$ cat src/rtl/cnn_layer_accel_pkg.sv
// cnn_layer_accel_pkg
// Shared types and constants for the convolution-engine MACC sequencer:
//   slot_tag_e    - per-issue-cycle tag travelling alongside the DSP pipeline
//   seq_state_e   - sequencer FSM states
//   OPM_*         - DSP48E2 OPMODE encodings used by the sequencer
//   opmode_decode - maps a slot tag onto the OPMODE the slice must see
// Configuration macro: MACC_SEQ_BIAS_EN (FIRST slot also adds C through W).
package cnn_layer_accel_pkg;

  typedef enum logic [1:0] {
    TAG_NONE  = 2'd0,
    TAG_FIRST = 2'd1,
    TAG_ACC   = 2'd2,
    TAG_HOLD  = 2'd3
  } slot_tag_e;

  typedef enum logic [1:0] {
    ST_IDLE  = 2'd0,
    ST_RUN   = 2'd1,
    ST_DRAIN = 2'd2
  } seq_state_e;

  localparam logic [8:0] OPM_NONE  = 9'b000000000; // all muxes zero: clears P
  localparam logic [8:0] OPM_FIRST = 9'b000000101; // P = M
  localparam logic [8:0] OPM_ACC   = 9'b000100101; // P = P + M
  localparam logic [8:0] OPM_HOLD  = 9'b000100000; // P = P
  localparam logic [8:0] OPM_BIAS  = 9'b110000101; // P = C + M

  function automatic logic [8:0] opmode_decode(input slot_tag_e tag);
    logic [8:0] opm;
    case (tag)
`ifdef MACC_SEQ_BIAS_EN
      TAG_FIRST: opm = OPM_BIAS;
`else
      TAG_FIRST: opm = OPM_FIRST;
`endif
      TAG_ACC:   opm = OPM_ACC;
      TAG_HOLD:  opm = OPM_HOLD;
      TAG_NONE:  opm = OPM_NONE;
      default:   opm = OPM_NONE;
    endcase
    return opm;
  endfunction

endpackage

$ cat src/rtl/cnn_layer_accel_macc_tag_pipe.sv
// cnn_layer_accel_macc_tag_pipe
// CE-gated delay line that shadows the DSP48E2 register stages.
//   clk, rst (sync, active-low), ce   - timing / freeze
//   tag_in, last_in, bias_in          - slot issued this cycle
//   tag_d2                            - tag aligned with A2/B2 (drives OPMODE)
//   last_d1..last_d4                  - last-slot marker at each depth;
//                                       depth 4 coincides with P holding it
//   bias_d3                           - bias aligned with the OPMODE register
// Configuration macro: MACC_SEQ_BIAS_EN (bias delay line present).
module cnn_layer_accel_macc_tag_pipe
  import cnn_layer_accel_pkg::*;
#(
  parameter int P_W = 48
) (
  input  logic           clk,
  input  logic           rst,
  input  logic           ce,
  input  slot_tag_e      tag_in,
  input  logic           last_in,
  input  logic [P_W-1:0] bias_in,
  output slot_tag_e      tag_d2,
  output logic           last_d1,
  output logic           last_d2,
  output logic           last_d3,
  output logic           last_d4,
  output logic [P_W-1:0] bias_d3
);

  slot_tag_e  tag_d1_r;
  slot_tag_e  tag_d2_r;
  logic [3:0] last_r;   // bit 0 = depth 1

  // Tag and last-marker shift, frozen together with the slice.
  always_ff @(posedge clk) begin
    if (!rst) begin
      tag_d1_r <= TAG_NONE;
      tag_d2_r <= TAG_NONE;
      last_r   <= 4'b0000;
    end else if (ce) begin
      tag_d1_r <= tag_in;
      tag_d2_r <= tag_d1_r;
      last_r   <= {last_r[2:0], last_in};
    end
  end

  assign tag_d2  = tag_d2_r;
  assign last_d1 = last_r[0];
  assign last_d2 = last_r[1];
  assign last_d3 = last_r[2];
  assign last_d4 = last_r[3];

`ifdef MACC_SEQ_BIAS_EN
  logic [P_W-1:0] bias_d1_r;
  logic [P_W-1:0] bias_d2_r;
  logic [P_W-1:0] bias_d3_r;

  // Bias is captured only with the first product so C is zero elsewhere.
  always_ff @(posedge clk) begin
    if (!rst) begin
      bias_d1_r <= {P_W{1'b0}};
      bias_d2_r <= {P_W{1'b0}};
      bias_d3_r <= {P_W{1'b0}};
    end else if (ce) begin
      bias_d1_r <= (tag_in == TAG_FIRST) ? bias_in : {P_W{1'b0}};
      bias_d2_r <= bias_d1_r;
      bias_d3_r <= bias_d2_r;
    end
  end

  assign bias_d3 = bias_d3_r;
`else
  logic unused_bias_s;
  assign unused_bias_s = ^bias_in;
  assign bias_d3       = {P_W{1'b0}};
`endif

endmodule

$ cat src/rtl/cnn_layer_accel_macc_seq.sv
// cnn_layer_accel_macc_seq
// Sequencer for one DSP48E2 MACC slice (AREG/BREG=2, MREG=1, PREG=1,
// OPMODEREG=1, CREG=0). Turns a job length plus a stream of operand pairs
// into one dot-product result per job.
//   CLK, rst (sync, active-low)
//   cfg_len/cfg_valid/cfg_ready     - job length handshake (0 is ignored)
//   op_a/op_b/op_valid/op_ready     - operand pair stream
//   bias                            - per-job bias (MACC_SEQ_BIAS_EN only)
//   res_data/res_valid/res_ready    - registered result handshake
//   dsp_a/b/c, dsp_opmode, dsp_alumode, dsp_ce, dsp_rst -> MACC slice
//   dsp_p                           <- MACC P
// Configuration macro: MACC_SEQ_BIAS_EN.
module cnn_layer_accel_macc_seq
  import cnn_layer_accel_pkg::*;
#(
  parameter int A_W   = 30,
  parameter int B_W   = 18,
  parameter int P_W   = 48,
  parameter int LEN_W = 10
) (
  input  logic             CLK,
  input  logic             rst,
  input  logic [LEN_W-1:0] cfg_len,
  input  logic             cfg_valid,
  output logic             cfg_ready,
  input  logic [A_W-1:0]   op_a,
  input  logic [B_W-1:0]   op_b,
  input  logic             op_valid,
  output logic             op_ready,
  input  logic [P_W-1:0]   bias,
  output logic [P_W-1:0]   res_data,
  output logic             res_valid,
  input  logic             res_ready,
  output logic [A_W-1:0]   dsp_a,
  output logic [B_W-1:0]   dsp_b,
  output logic [P_W-1:0]   dsp_c,
  output logic [8:0]       dsp_opmode,
  output logic [3:0]       dsp_alumode,
  output logic             dsp_ce,
  output logic             dsp_rst,
  input  logic [P_W-1:0]   dsp_p
);

  localparam logic [LEN_W-1:0] LEN_ZERO = {LEN_W{1'b0}};
  localparam logic [LEN_W-1:0] LEN_ONE  = {{(LEN_W-1){1'b0}}, 1'b1};

  seq_state_e     state_r;
  logic [LEN_W-1:0] remain_r;
  logic           first_r;
  logic           res_valid_r;
  logic [P_W-1:0] res_data_r;

  logic           accept_s;
  logic           cfg_take_s;
  logic           res_take_s;
  slot_tag_e      tag_in_s;
  logic           last_in_s;
  slot_tag_e      tag_d2_s;
  logic           last_d1_s;
  logic           last_d2_s;
  logic           last_d3_s;
  logic           last_d4_s;
  logic [P_W-1:0] bias_d3_s;

  // A held result with no taker freezes the slice and everything feeding it.
  assign dsp_ce      = ~(res_valid_r & ~res_ready);
  assign dsp_rst     = ~rst;
  assign dsp_alumode = 4'b0000;
  assign op_ready    = (state_r == ST_RUN) & dsp_ce;
  assign accept_s    = op_valid & op_ready;
  assign res_take_s  = res_valid_r & res_ready;
  assign cfg_take_s  = cfg_valid & cfg_ready & (cfg_len != LEN_ZERO);
  assign res_valid   = res_valid_r;
  assign res_data    = res_data_r;
  assign dsp_c       = bias_d3_s;
  assign dsp_opmode  = opmode_decode(tag_d2_s);

  // Job acceptance; in DRAIN the next job may start once the last slot has
  // passed the OPMODE decode point, so it can no longer be overwritten.
  always_comb begin
    cfg_ready = 1'b0;
    case (state_r)
      ST_IDLE:  cfg_ready = 1'b1;
      ST_RUN:   cfg_ready = 1'b0;
      ST_DRAIN: cfg_ready = ~last_d1_s & ~last_d2_s;
      default:  cfg_ready = 1'b0;
    endcase
  end

  // Slot issue: operands go straight to the A1/B1 inputs; an idle RUN cycle
  // issues a zero bubble tagged HOLD so P keeps the partial sum.
  always_comb begin
    tag_in_s  = TAG_NONE;
    last_in_s = 1'b0;
    dsp_a     = {A_W{1'b0}};
    dsp_b     = {B_W{1'b0}};
    if (state_r == ST_RUN) begin
      if (accept_s) begin
        tag_in_s  = first_r ? TAG_FIRST : TAG_ACC;
        last_in_s = (remain_r == LEN_ONE);
        dsp_a     = op_a;
        dsp_b     = op_b;
      end else begin
        tag_in_s  = TAG_HOLD;
      end
    end else begin
      tag_in_s  = TAG_NONE;
    end
  end

  // Sequencer FSM and product counter.
  always_ff @(posedge CLK) begin
    if (!rst) begin
      state_r  <= ST_IDLE;
      remain_r <= LEN_ZERO;
      first_r  <= 1'b0;
    end else begin
      case (state_r)
        ST_IDLE: begin
          if (cfg_take_s) begin
            state_r  <= ST_RUN;
            remain_r <= cfg_len;
            first_r  <= 1'b1;
          end
        end
        ST_RUN: begin
          if (accept_s) begin
            remain_r <= remain_r - LEN_ONE;
            first_r  <= 1'b0;
            if (remain_r == LEN_ONE) begin
              state_r <= ST_DRAIN;
            end
          end
        end
        ST_DRAIN: begin
          if (cfg_take_s) begin
            state_r  <= ST_RUN;
            remain_r <= cfg_len;
            first_r  <= 1'b1;
          end else if (res_take_s & ~(last_d1_s | last_d2_s | last_d3_s | last_d4_s)) begin
            // Only leave once this job's own result has been taken.
            state_r <= ST_IDLE;
          end
        end
        default: begin
          state_r <= ST_IDLE;
        end
      endcase
    end
  end

  // Result register: captures P when the last slot reaches it.
  always_ff @(posedge CLK) begin
    if (!rst) begin
      res_valid_r <= 1'b0;
      res_data_r  <= {P_W{1'b0}};
    end else if (dsp_ce) begin
      if (last_d4_s) begin
        res_valid_r <= 1'b1;
        res_data_r  <= dsp_p;
      end else if (res_ready) begin
        res_valid_r <= 1'b0;
      end
    end
  end

  cnn_layer_accel_macc_tag_pipe #(
    .P_W (P_W)
  ) u_tag_pipe (
    .clk     (CLK),
    .rst     (rst),
    .ce      (dsp_ce),
    .tag_in  (tag_in_s),
    .last_in (last_in_s),
    .bias_in (bias),
    .tag_d2  (tag_d2_s),
    .last_d1 (last_d1_s),
    .last_d2 (last_d2_s),
    .last_d3 (last_d3_s),
    .last_d4 (last_d4_s),
    .bias_d3 (bias_d3_s)
  );

endmodule
$ cat config.mk
export PLATFORM = sky130hd
export DESIGN_NAME = cnn_layer_accel_macc_seq
export DESIGN_NICKNAME = d
export VERILOG_FILES = /design/src/rtl/cnn_layer_accel_pkg.sv /design/src/rtl/cnn_layer_accel_macc_tag_pipe.sv /design/src/rtl/cnn_layer_accel_macc_seq.sv
export SDC_FILE = /design/constraint.sdc
export NUM_CORES = 1
export LEC_CHECK = 0
export CORE_AREA = 3 3 122 124
export CTS_BUF_LIST = sky130_fd_sc_hd__clkbuf_8 sky130_fd_sc_hd__clkbuf_16
export CTS_CLUSTER_DIAMETER = 100
export DETAILED_ROUTE_END_ITERATION = 10
export DIE_AREA = 0 0 125 127
export GPL_ROUTABILITY_DRIVEN = 0
export GPL_TIMING_DRIVEN = 0
export PLACE_DENSITY_LB_ADDON = 0.1
export SLEW_MARGIN = 20
export SYNTH_ARGS = -nofsm -noshare
export SYNTH_HDL_FRONTEND = slang
export SYNTH_SLANG_ARGS = --single-unit
$ cat constraint.sdc
create_clock -name CLK -period 1.9 [get_ports CLK]
set_input_delay 0.38 -clock CLK [delete_from_list [all_inputs] [get_ports CLK]]
set_output_delay 0.38 -clock CLK [all_outputs]
set_load 0.01 [all_outputs]
==> After elaboration in Yosys (flattened, before gate mapping) <==
Index checks and enable logic that the tools add are counted.
{ "word_totals": {"input_bits": 159, "latch_bits": 0, "n_memories": 0, "output_inout_bits": 162, "regBits": 70, "elab_cells": 72, "ramBits": 0, "mem_bits_ro": 0} }
{ "op_classes": {"n_eq_ne": 11, "n_addsub": 1, "n_div": 0, "muxes": 25, "shifts": 0, "bitwise_logic": 17, "reduce_logical": 10, "n_mul": 0, "magnitude_cmp": 0} }
{ "ops": {"columns": ["cell", "count"], "rows": [
  ["$mux 30", 2],
  ["$mux 18", 2],
  ["$pmux 9 s4", 1],
  ["$mux 10", 2],
  ["$pmux 10 s2", 1],
  ["$mux 2", 8],
  ["$eq 10x1->1 const B", 1],
  ["$reduce_bool 10->1", 1],
  ["$sub 10x1->10 const B", 1],
  ["$and 1x1->1", 8],
  ["$eq 2x2->1 const B", 3],
  ["$mux 1", 6],
  ["$not 1->1", 6],
  ["$pmux 2 s3", 1],
  ["$eq 2x1->1 const B", 2],
  ["$logic_not 2->1", 2],
  ["$ne 2x1->1 const B", 2],
  ["$ne 2x2->1 const B", 2],
  ["$pmux 1 s2", 2],
  ["$reduce_and 2->1", 2],
  ["$reduce_and 4->1", 1],
  ["$reduce_bool 2->1", 2],
  ["$ne 3x3->1 const B", 1],
  ["$or 1x1->1", 3],
  ["2 further kinds", 2]
]} }

==> Longest topological paths before layout <==
Gate-level depths: netlist (run 1).
{ "depth": {"ltp_word": 8, "ltp_mapped": 8} }

==> Modules after synthesis <==
From an unflattened synthesis (run 1), not the netlist that was laid out.
{ "unflattened": {"hier_cells": 466, "hier_area_um2": 3629.7} }
{ "modules_own_cells": {"columns": ["module", "area_per_inst_um2", "cells_each", "instances", "seq_area_each_um2"], "rows": [
  ["cnn_layer_accel_macc_seq", 2964.1, 392, 1, 1241.2],
  ["cnn_layer_accel_macc_tag_pipe", 665.6, 74, 1, 160.2]
]} }

==> Worst setup path before layout (run 1) <==
No wires, ideal clock.
{ "synth_timing": {"kind": "reg2out", "start": "register res_valid_r, in the netlist res_valid", "end": "output dsp_a[20]", "n_path_buf": 2, "t_arrival_ns": 1.312, "slack_ns": 0.208, "required_time_ns": 1.520, "stages_incl_launch_ff": 7, "cell_sequence": "dfxtp_1 nor2b_2 inv_2 and3_4 buf_6 clkbuf_1 and2_1"} }
{ "synth_between": {"elab_chain_cells": 6} }
{ "synth_rtl": {"columns": ["item", "line", "source"], "rows": [
  ["start: declaration", "cnn_layer_accel_macc_seq.sv:50", "logic res_valid_r;"],
  ["start signal: assignment", "cnn_layer_accel_macc_seq.sv:155", "res_valid_r <= 1'b0;"],
  ["start signal: assignment", "cnn_layer_accel_macc_seq.sv:159", "res_valid_r <= 1'b1;"],
  ["start signal: assignment", "cnn_layer_accel_macc_seq.sv:162", "res_valid_r <= 1'b0;"],
  ["$and 1x1->1", "cnn_layer_accel_macc_seq.sv:66", "assign dsp_ce = ~(res_valid_r & ~res_ready);"],
  ["$not 1->1 (no line)", null, null],
  ["named net dsp_ce", "cnn_layer_accel_macc_seq.sv:39", "output logic dsp_ce,"],
  ["$and 1x1->1", "cnn_layer_accel_macc_seq.sv:69", "assign op_ready = (state_r == ST_RUN) & dsp_ce;"],
  ["$and 1x1->1", "cnn_layer_accel_macc_seq.sv:70", "assign accept_s = op_valid & op_ready;"],
  ["$mux 30", "cnn_layer_accel_macc_seq.sv:98", "if (accept_s) begin"],
  ["$mux 30", "cnn_layer_accel_macc_seq.sv:97", "if (state_r == ST_RUN) begin"],
  ["end: declaration", "cnn_layer_accel_macc_seq.sv:34", "output logic [A_W-1:0] dsp_a,"]
]} }
The timed path passes the listed nets, and every way through them passes these cells.

==> Final worst setup path (run 1) <==
{ "layout_timing": {"start": "register state_r[0]", "end": "output dsp_b[7]"} }
{ "layout_between": {"elab_chain_cells": 5} }
{ "layout_rtl": {"columns": ["item", "line", "source"], "rows": [
  ["start: declaration", "cnn_layer_accel_macc_seq.sv:47", "seq_state_e state_r;"],
  ["start signal: assignment", "cnn_layer_accel_macc_seq.sv:114", "state_r <= ST_IDLE;"],
  ["start signal: assignment", "cnn_layer_accel_macc_seq.sv:121", "state_r <= ST_RUN;"],
  ["start signal: assignment", "cnn_layer_accel_macc_seq.sv:131", "state_r <= ST_DRAIN;"],
  ["$eq 2x1->1 *", "cnn_layer_accel_macc_seq.sv:69, cnn_layer_accel_macc_seq.sv:97", null],
  ["$and 1x1->1", "cnn_layer_accel_macc_seq.sv:69", null],
  ["$and 1x1->1", "cnn_layer_accel_macc_seq.sv:70", null],
  ["$mux 18", "cnn_layer_accel_macc_seq.sv:98", null],
  ["$mux 18 *", "cnn_layer_accel_macc_seq.sv:97", null],
  ["end: declaration", "cnn_layer_accel_macc_seq.sv:35", "output logic [B_W-1:0] dsp_b,"]
]} }
Mark *: on every way between the ends. The rest lies on a longest branch, timed or not.

==> metrics.txt, run 1 <==
maximum number of pins on one net before global-route repair 16; clk slew on worst S/H paths 0.06 ns; Final ANT Viol Nets 0; synth warn 0; I/O pin count 321; fin crit share 103%; Max FO, Critical Path 7; Netlist cell types 49; Pleak 0.00301 uW; Vias per Instance 4.14; htree depth 3; RSZ-0062 raised after global routing yes; drt wl/cell 13.4 um; commonest cells in the netlist nand2_1, dfxtp_1, a21oi_1; final worst slack -0.0653 ns; post-synth top area cell dfxtp_1; Comb power frac 21.0%; vias in the first global route 3973; CTS Root Cell clkbuf_16; first-pass GRT wire length 20.0 mm; commonest register cell after synthesis dfxtp_1; number of synthesized flops with an enable pin 0; remaining global-route overflow 0; cell mode on critical path buf_6; PD cells 642 mW/mm^2; syn avg cell area 7.76 um^2; hold slack 0.451 ns; HPWL Detailed 10.1 mm; Core Area 0.0139 mm^2; MaxCap Viol Count 0; fmax 509 MHz; nature of the critical path endpoint output port; Worst Path Arrival 1.59 ns; die height 127 um; count leader, synth nand2_1; Clk Latency, worst-skew pair 0.33 ns; Detailed Routing Iterations Pass 1 4; CTS tree done; Synth Cell Area 0.00370 mm^2; final max-slew violation count 0; CP Data Required Time 1.52 ns; Int Power 3530 uW; vias 4005; GRT Total Usage 15.4%; status complete, but fails checks; row cnt 43; initial antenna violation count 1; Initial Util 26.7%; slowest CP cell dfxtp_4; Placed Area 0.00628 mm^2; worst-path cell chain nor2b_4 > and3_4 > buf_8 > buf_6 > and2_4 > buf_6; Final #Nets 946; PortBufs 214; Max VDD drop 380 uV; share of cells above drive strength 1 30.8%; Diodes inserted 0; CP max stage delay 0.36 ns; failing checks negative setup slack; # setup viols final 18; Die X 125 um; Fin. Hold Viols 0; min-delay worst type flip-flop to flip-flop; Synth top area share 37.8%; number of buffers created by CTS 9; sw power 1050 uW; Seq pwr share 33.6%; Final Critical Period 1.97 ns; synth top area cells dfxtp_1, nand2_1, buf_4; critical path type flip-flop to output port; Final Skew 0.00502 ns; DRC viols 0; FFs w/ async S/R, synth 0%; Clock Sinks 70; Routed WL 12.9 mm; Bufs on Longest Clock Path 2; crit path launch type flip-flop; sequential area share after synthesis 37.8%; die footprint 0.0159 mm^2; post-synthesis register bit count 70; fillers 1341; Cells after Synth 477; clock power share 45.4%; Post-Layout Inst Area 0.00713 mm^2; Initial DRC Count 124; Setup WS pre-CTS -0.952 ns; Net Sw Frac 22.9%; Layout area overhead 92.5%
-- path summary, 6_finish.rpt --
check	from	to	depth (start not counted)	slack (ns)
max	state_r[0]	dsp_b[7]	6	-0.07
min	res_data[32]	res_data[32]	2	0.45
min reg2reg	res_data[32]	res_data[32]	2	0.45
max reg2reg	res_valid	remain_r[7]	10	0.10
-- state kept, by name, indices dropped and copies added (netlist names) --
name                 count
first_r                  1
remain_r                10
res_data                48
res_valid                1
state_r                  2
u_tag_pipe.last_r        4
u_tag_pipe.tag_d1_r      2
u_tag_pipe.tag_d2        2
-- layout make-up --
type / count / area [um^2] / share of cell area [%]
multi-input cells: 369 / 2040 / 28.6
well taps: 180 / 225 / 3.16
clock inverters: 6 / 133 / 1.86
flip-flops and latches: 70 / 1410 / 19.8
clock buffers: 10 / 239 / 3.35
plain buffers: 82 / 599 / 8.41
inverters: 9 / 36.3 / 0.509
repair buffers: 242 / 2450 / 34.3
-- routing by layer --
metal	routed length [um]	up-vias	part of all wire, %	global-route usage [%]
li1	-	2044	-	-
met1	5140	1766	40	18.0
met2	6290	166	49	26.3
met3	1190	27	9.2	5.77
met4	303	2	2.3	5.17
met5	7	-	0.054	0
-- stage by stage --
stage	total power (uW)	util [%]	instances	setup TNS [ns]
final	4580	51.4	968	-0.669
after global routing	4770	51.4	968	-3.34
after CTS	4590	50.1	965	-3.34
after detailed placement	2400	45.3	928	-56.34
after global placement	2400	45.3	928	-51.96
after floorplan	2010	-	534	0
-- worst max-delay path, delay by kind of cell, from the launching register on --
kind / cells / cell delay (ns)
buf+inv: 3 / 0.32
flops: 1 / 0.36
simple gates: 3 / 0.58
-- what timing repair did --
action,4_1_cts,5_1_grt
hold buffers,0,0
gates cloned,6,0
setup buffers,17,8
gates resized for setup,298,53
setup endpoints to repair,57,78
pin swaps,46,11
-- kinds of logic after synthesis --
group,synth area share [%]
simple gates,28.3
buf+inv,17.0
compound gates,15.2
flops,37.8
fa+ha+maj,1.35
xor+xnor,0.237
other cells,0.101
-- placed cells by master (no fill, tap or decap), drive strengths merged, types with 2 or more instances in the layout --
cell and instances:
a211o 2, a211oi 2, a21oi 67, a22oi 5, and2 51, and3 3, buf 144, bufinv 4
clkbuf 25, clkdlybuf4s50 158, conb 58, dfxtp 70, dlygate4sd2 7, ha 4, inv 9, nand2 122
nand3 4, nor2 11, nor2b 5, nor3 7, nor3b 2, nor4 2, o21ai 7, o2bb2ai 3
-- power groups by stage --
| stage | clock, uW | combinational (uW) | sequential, uW |
|---|---|---|---|
| global placement | 0 | 831 | 1570 |
| finish | 2080 | 961 | 1540 |
| CTS | 2130 | 926 | 1540 |
| global route | 2200 | 1030 | 1540 |
| floorplan | 0 | 447 | 1560 |
| detailed placement | 0 | 838 | 1570 |
No activity file was read; power rests on OpenSTA's default activity.
==> run 2, diff against run 1 <==
SKIP_LAST_GASP = 1   (was unset)
SLEW_MARGIN = unset   (was 20)
==> metrics.txt, run 2 (synthesis gave the netlist of run 1 again) <==
status complete, but fails checks; failing checks negative setup slack; Int Power 3530 uW; first-pass GRT wire length 20.0 mm; Die X 125 um; htree depth 3; fin crit share 104%; Max FO, Critical Path 7; Clk Latency, worst-skew pair 0.33 ns; Setup TNS -0.238 ns; Fin. Hold Viols 0; Register Area 0.00141 mm^2; Final Critical Period 1.97 ns; fin util 51.1%; Clock Sinks 70; critical path type flip-flop to output port; maximum number of pins on one net before global-route repair 16; number of buffers created by CTS 9; reg-to-reg critical path endpoint remain_r[8]; die height 127 um; # setup viols final 5; initial antenna violation count 1; Max VDD drop 380 uV; Largest register FFs 48; Initial DRC Count 136; Routed WL 12.9 mm; Layout area overhead 91.5%; remaining global-route overflow 0; area of the multi-input gates 0.00203 mm^2; final worst slack -0.0706 ns; worst r2r path cells 9; DRC viols 0; sw power 1050 uW; PortBufs 214; RSZ-0062 raised after global routing yes; fmax 507 MHz; clock power share 45.4%; fillers 1340; vias in the first global route 3970; Net Sw Frac 22.9%; Initial Util 26.7%; worst hold start res_data[32]; R2R setup slack 0.21 ns; vias 3997; Design Power 4570 uW; Final ANT Viol Nets 0; commonest non-fill, non-tap cell in the layout clkdlybuf4s50_1; CTS Root Cell clkbuf_16; nature of the critical path endpoint output port; Detailed Routing Iterations Pass 1 4; most frequent cells in the layout clkdlybuf4s50_1, nand2_1, buf_4, dfxtp_1, a21oi_1; Seq pwr share 33.7%; row cnt 43; PD cells 644 mW/mm^2; share of cells above drive strength 1 30.3%; Post-CTS Hold Buffers 0; Final Skew 0.00546 ns; Comb power frac 20.9%; I/O pin count 321; Critical R2R Launch res_valid; drt wl/cell 13.4 um; hold depth 2; die footprint 0.0159 mm^2; Vias per Instance 4.14; clk slew on worst S/H paths 0.06 ns; min-delay worst type flip-flop to flip-flop; Worst Path Arrival 1.59 ns; Core Area 0.0139 mm^2; GRT Total Usage 15.4%; final max-slew violation count 0; HPWL Detailed 10.1 mm; CP Data Required Time 1.52 ns; Diodes inserted 0; CTS tree done; MaxCap Viol Count 0; Bufs on Longest Clock Path 2; crit path launch type flip-flop; Hold EP res_data[32]; Final #Nets 944; Pleak 0.00299 uW
==> run 2: worst max-delay path: stages (launching register included) <==
cell and delay [ns]:
dfxtp_4 0.36, nor2b_4 0.17, and3_4 0.29, buf_8 0.13, buf_6 0.09, and2_4 0.13
buf_6 0.10
==> run 2: worst max-delay path by stage <==
stage,to,slack (ns),startpoint
floorplan,dsp_a[20],0.21,res_valid
global placement,dsp_a[2],-0.92,res_ready
detailed placement,dsp_a[24],-0.95,res_ready
CTS,dsp_a[13],-0.15,state_r[0]
global route,dsp_b[7],-0.14,state_r[0]
finish,dsp_b[7],-0.07,state_r[0]
==> run 2: final cells by class <==
class                           instances  share of cell area, %
Multi-Input combinational cell        369                   28.7
Buffer                                 82                   8.45
Clock inverter                          6                   1.87
Tap cell                              180                   3.18
Timing Repair Buffer                  240                   34.1
Inverter                                9                  0.512
Sequential cell                        70                   19.9
Clock buffer                           10                   3.37
==> run 2: timing repair <==
item,4_1_cts,5_1_grt
resized for setup,296,48
gates cloned,6,0
setup endpoints to repair,57,78
buffers inserted,17,6
pin swaps,45,9
==> run 2: per-stage QoR <==
step           instances  cell area [um^2]  hold WS, ns  setup slack, ns
3_3_place_gp         928              6280        0.442           -0.922
2_1_floorplan        534              3920        0.430            0.208
5_1_grt              966              7090        0.467           -0.144
3_5_place_dp         928              6280        0.446           -0.952
6_report             966              7090        0.451          -0.0706
4_1_cts              965              6940        0.454           -0.152
==> run 2: power by group through the flow <==
stage	combinational [uW]	clock (uW)	sequential, uW
finish	956	2080	1540
global route	1030	2200	1540
CTS	924	2130	1540
detailed placement	838	0	1570
global placement	831	0	1570
floorplan	447	0	1560
==> run 2: layer usage <==
layer | vias up | track usage [%] | share of wire [%]
met5 | - | 0 | 0.054
met4 | 2 | 5.17 | 2.2
met3 | 25 | 5.77 | 8.4
met2 | 164 | 26.3 | 49
met1 | 1766 | 18.0 | 41
li1 | 2040 | - | -
==> run 3, diff against run 2 <==
CORE_AREA = 2 2 125 127   (was 3 3 122 124)
DIE_AREA = 0 0 127 129   (was 0 0 125 127)
==> metrics.txt, run 3 (synthesis gave the netlist of run 1 again) <==
MaxCap Viol Count 0; # setup viols final 14; CTS tree done; Post-Layout Inst Area 0.00699 mm^2; vias in the first global route 3809; Max VDD drop 345 uV; DRC viols 0; commonest non-fill, non-tap cell in the layout clkdlybuf4s50_1; Final #Nets 947; Largest register FFs 48; fin crit share 102%; I/O pin count 321; Pleak 0.00296 uW; hold slack 0.453 ns; status complete, but fails checks; CTS Root Cell clkbuf_16; critical path type flip-flop to output port; Initial DRC Count 130; CP Buf/Inv Count 3; Clk Latency, worst-skew pair 0.33 ns; min-delay worst type flip-flop to flip-flop; PD cells 590 mW/mm^2; maximum number of pins on one net before global-route repair 16; worst hold start res_data[46]; first-pass GRT wire length 19.4 mm; most frequent cells in the layout clkdlybuf4s50_1, nand2_1, buf_4, dfxtp_1, a21oi_1; Hold EP res_data[46]; Max FO, Critical Path 5; fillers 1522; HPWL Detailed 9.90 mm; htree depth 3; Post-CTS Hold Buffers 0; Final Skew 0.00396 ns; Slew headroom 63.1%; remaining global-route overflow 0; Final ANT Viol Nets 0; Vias per Instance 4.09; Critical R2R Launch state_r[1]; crit path launch type flip-flop; Least-Margin Pin Slew 0.553 ns; worst-path cell chain nor2b_4 > and3_4 > buf_12 > buf_8 > and2_4 > buf_6; Fin. Hold Viols 0; number of buffers created by CTS 9; clk slew on worst S/H paths 0.06 ns; Layout area overhead 88.6%; Worst Path Arrival 1.56 ns; vias 3992; Die X 127 um; Placed Area 0.00629 mm^2; die height 129 um; fmax 515 MHz; GRT Total Usage 14.9%; CP Data Required Time 1.52 ns; Core Area 0.0150 mm^2; reg-to-reg critical path endpoint remain_r[7]; CP max stage delay 0.34 ns; drt wl/cell 13.0 um; nature of the critical path endpoint output port; Clock Sinks 70; die footprint 0.0164 mm^2; CP delay by family, top simple AND/OR/NAND/NOR gates; Routed WL 12.7 mm; slowest CP cell dfxtp_2; share of cells above drive strength 1 29.4%; Initial Util 24.7%; Final Critical Period 1.94 ns; row cnt 45; final worst slack -0.0411 ns; initial antenna violation count 1; Diodes inserted 0; failing checks negative setup slack; Setup WS pre-CTS -0.977 ns; fin util 46.7%; Design Power 4130 uW; RSZ-0062 raised after global routing yes; worst r2r path cells 9; Bufs on Longest Clock Path 2; hold depth 2; Detailed Routing Iterations Pass 1 4; PortBufs 214; R2R setup slack 0.15 ns; final max-slew violation count 0
run 3: cell types whose count changed in the layout (fill, tap and decap cells not counted), moves of 2 or more:
cell | previous run | this run
bufinv_16 | 4 | 1
buf_2 | 6 | 17
and2_4 | 46 | 35
and2_1 | 4 | 15
clkinv_2 | 1 | 3
buf_6 | 55 | 42
run 3: through the flow:
stage / cells / TNS (ns)
6_report: 977 / -0.424
2_1_floorplan: 534 / 0
3_5_place_dp: 936 / -57.55
5_1_grt: 977 / -2.17
4_1_cts: 968 / -3.05
3_3_place_gp: 936 / -53.37
run 3: layout make-up:
cell class	instances	area (um^2)	area share, %
inverter	9	36.3	0.519
buffer	84	624	8.94
clock buffer	9	225	3.22
multi-input combinational	369	2020	28.9
tap	188	235	3.37
timing repair buffer	241	2370	34.0
sequential	70	1410	20.2
clock inverter	7	65.1	0.931
run 3: worst register-to-register path: cells and delay by family (launching register included):
family / cells / cell delay, ns
AOI/OAI and AO/OA: 3 / 0.30
buffers and inverters: 4 / 0.58
DFF: 1 / 0.36
and+or+nand+nor: 2 / 0.46
run 3: worst max-delay path by stage:
stage,from,to,slack [ns],cells after the start
2_1_floorplan,res_valid,dsp_a[20],0.21,6
6_report,state_r[0],dsp_b[15],-0.04,6
5_1_grt,res_valid,dsp_b[10],-0.11,7
3_5_place_dp,res_ready,dsp_a[28],-0.98,8
3_3_place_gp,res_ready,dsp_a[22],-0.92,8
4_1_cts,state_r[0],dsp_a[28],-0.20,6
run 3: per-layer routing:
metal  track usage [%]  vias up  wire [um]
li1                  -     2043          -
met2              25.9      159       6270
met4              4.14        2        167
met5                 0        -         13
met3              5.78       15       1190
met1              17.0     1773       5060
run 3: timing repair:
| item | 4_1_cts | 5_1_grt |
|---|---|---|
| buffers inserted | 12 | 10 |
| resized for setup | 290 | 34 |
| pin swaps | 40 | 7 |
| setup endpoints to repair | 58 | 82 |
| gates cloned | 6 | 0 |
run 3: power breakdown:
part	internal [uW]	switching (uW)
sequential	1500	35.1
combinational	574	382
clock	1010	626
total	3080	1040
